===== src/rtl/axi_lite_boot_cfg_sequencer.sv =====
// axi_lite_boot_cfg_sequencer: walks a config table issuing one AXI4-Lite write per entry
module axi_lite_boot_cfg_sequencer #(
    parameter int ADDR_WIDTH     = 32,
    parameter int DATA_WIDTH     = 32,
    parameter int NUM_ENTRIES    = 8,
    parameter int IDX_WIDTH      = 3,
    parameter int TIMEOUT_CYCLES = 256,
    parameter int TO_WIDTH       = 9
) (
    input  logic                    clk,
    input  logic                    reset_n,
    input  logic                    start,
    output logic                    busy,
    output logic                    done,
    output logic                    error,
    output logic [1:0]              err_code,
    output logic [IDX_WIDTH-1:0]    err_idx,
    output logic [IDX_WIDTH-1:0]    tbl_idx,
    input  logic [ADDR_WIDTH-1:0]   tbl_addr,
    input  logic [DATA_WIDTH-1:0]   tbl_data,
    input  logic [DATA_WIDTH/8-1:0] tbl_strb,
    input  logic                    tbl_last,
    output logic                    m_axi_awvalid,
    input  logic                    m_axi_awready,
    output logic [ADDR_WIDTH-1:0]   m_axi_awaddr,
    output logic [2:0]              m_axi_awprot,
    output logic                    m_axi_wvalid,
    input  logic                    m_axi_wready,
    output logic [DATA_WIDTH-1:0]   m_axi_wdata,
    output logic [DATA_WIDTH/8-1:0] m_axi_wstrb,
    input  logic                    m_axi_bvalid,
    output logic                    m_axi_bready,
    input  logic [1:0]              m_axi_bresp
);
    typedef enum logic [2:0] {IDLE, ISSUE, WAIT_B, DONE, ERR} state_t;

    state_t              state, state_nx;
    logic                aw_ok, w_ok;
    logic [TO_WIDTH-1:0] cnt;
    logic                aw_done, w_done, to_hit, last_ent, bad_resp, can_start;

    // valids and bready decode straight from registered state so reset drops them at once
    assign busy          = (state == ISSUE) || (state == WAIT_B);
    assign m_axi_awvalid = (state == ISSUE) && !aw_ok;
    assign m_axi_wvalid  = (state == ISSUE) && !w_ok;
    assign m_axi_bready  = (state == WAIT_B);
    assign m_axi_awaddr  = tbl_addr;
    assign m_axi_awprot  = 3'b000;
    assign m_axi_wdata   = tbl_data;
    assign m_axi_wstrb   = tbl_strb;
    assign aw_done       = aw_ok || (m_axi_awvalid && m_axi_awready);
    assign w_done        = w_ok || (m_axi_wvalid && m_axi_wready);
    assign to_hit        = (cnt == TO_WIDTH'(TIMEOUT_CYCLES - 1));
    assign last_ent      = tbl_last || (tbl_idx == IDX_WIDTH'(NUM_ENTRIES - 1));
    assign bad_resp      = (m_axi_bresp != 2'b00);
    assign can_start     = start && !busy;

    // state register
    always_ff @(posedge clk or negedge reset_n) begin
        if (!reset_n) state <= IDLE;
        else          state <= state_nx;
    end

    // next state: phase completion wins over timeout
    always_comb begin
        state_nx = state;
        case (state)
            IDLE, DONE, ERR: state_nx = can_start ? ISSUE : state;
            ISSUE:           state_nx = (aw_done && w_done) ? WAIT_B : to_hit ? ERR : ISSUE;
            WAIT_B:          state_nx = m_axi_bvalid ? (bad_resp ? ERR : last_ent ? DONE : ISSUE)
                                                     : to_hit ? ERR : WAIT_B;
            default:         state_nx = IDLE;
        endcase
    end

    // table index, handshake flags, phase timer and sticky status
    always_ff @(posedge clk or negedge reset_n) begin
        if (!reset_n) begin
            tbl_idx  <= '0;
            aw_ok    <= 1'b0;
            w_ok     <= 1'b0;
            cnt      <= '0;
            done     <= 1'b0;
            error    <= 1'b0;
            err_code <= 2'b00;
            err_idx  <= '0;
        end else if (state == ISSUE) begin
            aw_ok <= aw_done;
            w_ok  <= w_done;
            cnt   <= (aw_done && w_done) ? '0 : cnt + 1'b1;
            if (!(aw_done && w_done) && to_hit) begin
                error    <= 1'b1;
                err_code <= 2'b10;
                err_idx  <= tbl_idx;
            end
        end else if (state == WAIT_B) begin
            cnt <= m_axi_bvalid ? '0 : cnt + 1'b1;
            if (m_axi_bvalid) begin
                aw_ok <= 1'b0;
                w_ok  <= 1'b0;
                if (bad_resp) begin
                    error    <= 1'b1;
                    err_code <= 2'b01;
                    err_idx  <= tbl_idx;
                end else if (last_ent) begin
                    done <= 1'b1;
                end else begin
                    tbl_idx <= tbl_idx + 1'b1;
                end
            end else if (to_hit) begin
                error    <= 1'b1;
                err_code <= 2'b10;
                err_idx  <= tbl_idx;
            end
        end else if (can_start) begin
            tbl_idx  <= '0;
            aw_ok    <= 1'b0;
            w_ok     <= 1'b0;
            cnt      <= '0;
            done     <= 1'b0;
            error    <= 1'b0;
            err_code <= 2'b00;
        end
    end
endmodule

===== config.mk =====
export PLATFORM = sky130hd
export DESIGN_NAME = axi_lite_boot_cfg_sequencer
export DESIGN_NICKNAME = d
export VERILOG_FILES = /design/src/rtl/axi_lite_boot_cfg_sequencer.sv
export SDC_FILE = /design/constraint.sdc
export NUM_CORES = 1
export LEC_CHECK = 0
export CORE_ASPECT_RATIO = 1.2
export CORE_MARGIN = 1.5
export CORE_UTILIZATION = 33
export CTS_CLUSTER_DIAMETER = 40
export DETAILED_ROUTE_END_ITERATION = 8
export PLACE_DENSITY = 0.84
export RECOVER_POWER = 100
export SLEW_MARGIN = 20
export SYNTH_ARGS = -nofsm -noshare
export SYNTH_HDL_FRONTEND = slang
export SYNTH_SLANG_ARGS = --single-unit

===== constraint.sdc =====
create_clock -name clk -period 2.5 [get_ports clk]
set_input_delay 0.75 -clock clk [delete_from_list [all_inputs] [get_ports clk]]
set_output_delay 0.75 -clock clk [all_outputs]
set_load 0.05 [all_outputs]

==> impl_metrics.ini <==
[status]
status = completed

[power]
leakage_nw = 0.847
powerDensity_nw_per_um2 = 1080
vdd_ir_drop_max_v = 0.000463

[run]
maxCapViolCount = 0

[cells_and_area]
layout_common_cells = 22 x dfrtp_1, 12 x nand2_1, 12 x nor2_1
drive_gt1_share_pct = 16.8
final_util_pct = 30.8
nets = 249
final_common_cell = dfrtp_1
finalNonFillerCells = 231
synthToLayoutAreaGrowth_pct = -9.84
antenna_cells = 0
fillCellCount = 579

[die]
dieArea_um2 = 6290
die_y_um = 86.6
num_io_pins = 162
die_w_um = 72.6
rows = 30
core_area_um2 = 5630
start_util_pct = 34.1

[synthesis]
seq_area_frac_synth_pct = 31.3
synth_warnings = 0
synth_edf_count = 0
syn_area_per_cell_um2 = 9.37
async_reset_ff_share_pct = 100
synth_cell_types = 46
synth_ff_type = dfrtp_1
synth_seq_cells = 24
synthCells = 205
synthesis.area_um2 = 1920

[global_routing]
grt-ovfl-total = 0
grt_max_degree = 25
grt_pass1_vias = 1169
grt_pass1_wl_um = 5350
antenna_found_initial = 0
grt_use_total_pct = 11.1

[worst_setup_path]
crit_fanout = 12
reg2reg_from = cnt[0]
crit_path_start_kind = flop
path_class = flop to output pin
cp-endpoint = m_axi_bready
rrSetupSlack_ns = 0.29
endpoint_kind = output pin
r2r-end = err_idx[2]
cp.arrival_ns = 1.65
cp.required_ns = 1.75
r2r_cells = 8
timing.critical_path.from = state[0]

[timing]
fin_ws_ns = 0.0972
worst_pin_slew_ns = 1.31
period_minus_slack_ns = 2.40
max_freq_ghz = 0.416
hold_viol = 0
setup_viol = 0
finClkSkew_ns = 0.00167
timing.final.crit_share_pct = 96.1
timing.setup.tns_ns = 0
slew_viol_final = 0
max_slew_margin_pct = 12.7
rsz0062_at_grt = false

[clock_tree]
cts_tree = done
hold_buffers = 0
clkSlewWorstSetupHoldPaths_ns = 0.08
cts_htree_levels = 1
cts_resized = 0
cts_inserted_buffers = 3
clk_latency_ns = 0.27
cts_setup_buffers = 0
clockBufferDepth = 2
cts_num_sinks = 24
root_buffer = clkbuf_8

[place]
pre_cts_ws_ns = -0.0312
gp_congestion = 0.834
port_buffers = 22
dp_cells = 227
dp_hpwl_um = 2520

[routing]
first_pass_iters = 4
num_vias = 1173
avgRoutedWirePerCell_um = 14.9
ant_nets = 0
wl_um = 3450
drtIter0Drc = 90
avgViaCountPerCell = 5.08
drc = 0

[min_path]
worstHoldPathType = flop to flop
-- synthesized netlist by cell type, types with 2 or more instances --
cell type / number / area [um^2]
nand2_1: 12 / 45.0
or3b_2: 2 / 17.5
o211ai_1: 2 / 15.0
xor2_1: 3 / 26.3
a22o_1: 3 / 26.3
mux2_2: 2 / 22.5
o31ai_1: 2 / 15.0
a21oi_1: 5 / 25.0
o22ai_1: 2 / 12.5
and3_1: 2 / 12.5
dfrtp_1: 24 / 601
nand3b_1: 3 / 22.5
mux2i_1: 4 / 40.0
ha_1: 4 / 50.1
nor2_1: 11 / 41.3
nor3b_1: 3 / 22.5
mux2_4: 3 / 45.0
nand3_1: 2 / 10.0
buf_6: 2 / 22.5
nor3_1: 4 / 20.0
clkbuf_1: 2 / 7.51
o21ai_0: 2 / 10.0
buf_4: 73 / 548
inv_1: 8 / 30.0
a21o_1: 4 / 30.0
-- kinds of logic after synthesis --
logic type      share of synthesized area, %
flops                                   31.3
buf+inv                                 31.7
mux                                     6.77
other cells                            0.195
xor+xnor                                1.37
simple gates                            14.8
compound gates                          11.3
fa+ha+maj                               2.61
-- per-stage QoR --
stage / cell area, um^2 / hold slack [ns] / power [mW]
2_1_floorplan: 1930 / 0.454 / 1.68
3_3_place_gp: 1770 / 0.479 / 1.78
3_5_place_dp: 1770 / 0.490 / 1.80
4_1_cts: 1830 / 0.519 / 2.08
5_1_grt: 1730 / 0.542 / 1.99
6_report: 1730 / 0.510 / 1.88
-- registers in the layout (all words and copies together), names as in the netlist --
signal / count
aw_ok: 1
done: 1
error: 1
tbl_idx: 3
state: 3
cnt: 9
err_idx: 3
err_code: 2
w_ok: 1
-- worst min path at each step --
| stage | slack, ns | to | startpoint | depth (start not counted) |
|---|---|---|---|---|
| 3_5_place_dp | 0.49 | error | error | 1 |
| 5_1_grt | 0.54 | cnt[8] | cnt[8] | 1 |
| 4_1_cts | 0.52 | cnt[8] | cnt[8] | 1 |
| 3_3_place_gp | 0.48 | done | done | 1 |
| 6_report | 0.51 | error | error | 1 |
| 2_1_floorplan | 0.45 | aw_ok | reset_n | 0 |
-- worst max-delay path: stages, from the launching register on --
cell      delay (ns)
dfrtp_2         0.50
or3b_2          0.48
inv_1           0.12
clkbuf_2        0.29
-- power by group --
part           internal, mW  switching (mW)
sequential            0.470           0.106
clock                 0.141           0.122
combinational         0.413           0.624
-- cell type report --
cell class	count	area, um^2	area share (%)
Multi-Input combinational cell	98	678	39.2
Sequential cell	24	603	34.8
Timing Repair Buffer	33	285	16.5
Tap cell	64	80.1	4.62
Clock buffer	4	55.1	3.18
Inverter	8	30.0	1.73
-- routing by layer --
layer	global-route usage (%)	part of all wire, %
met2	16.5	44
met1	13.2	42
met3	2.79	9.1
met4	9.95	4.5
met5	0	0
No activity file was read; power rests on OpenSTA's default activity.
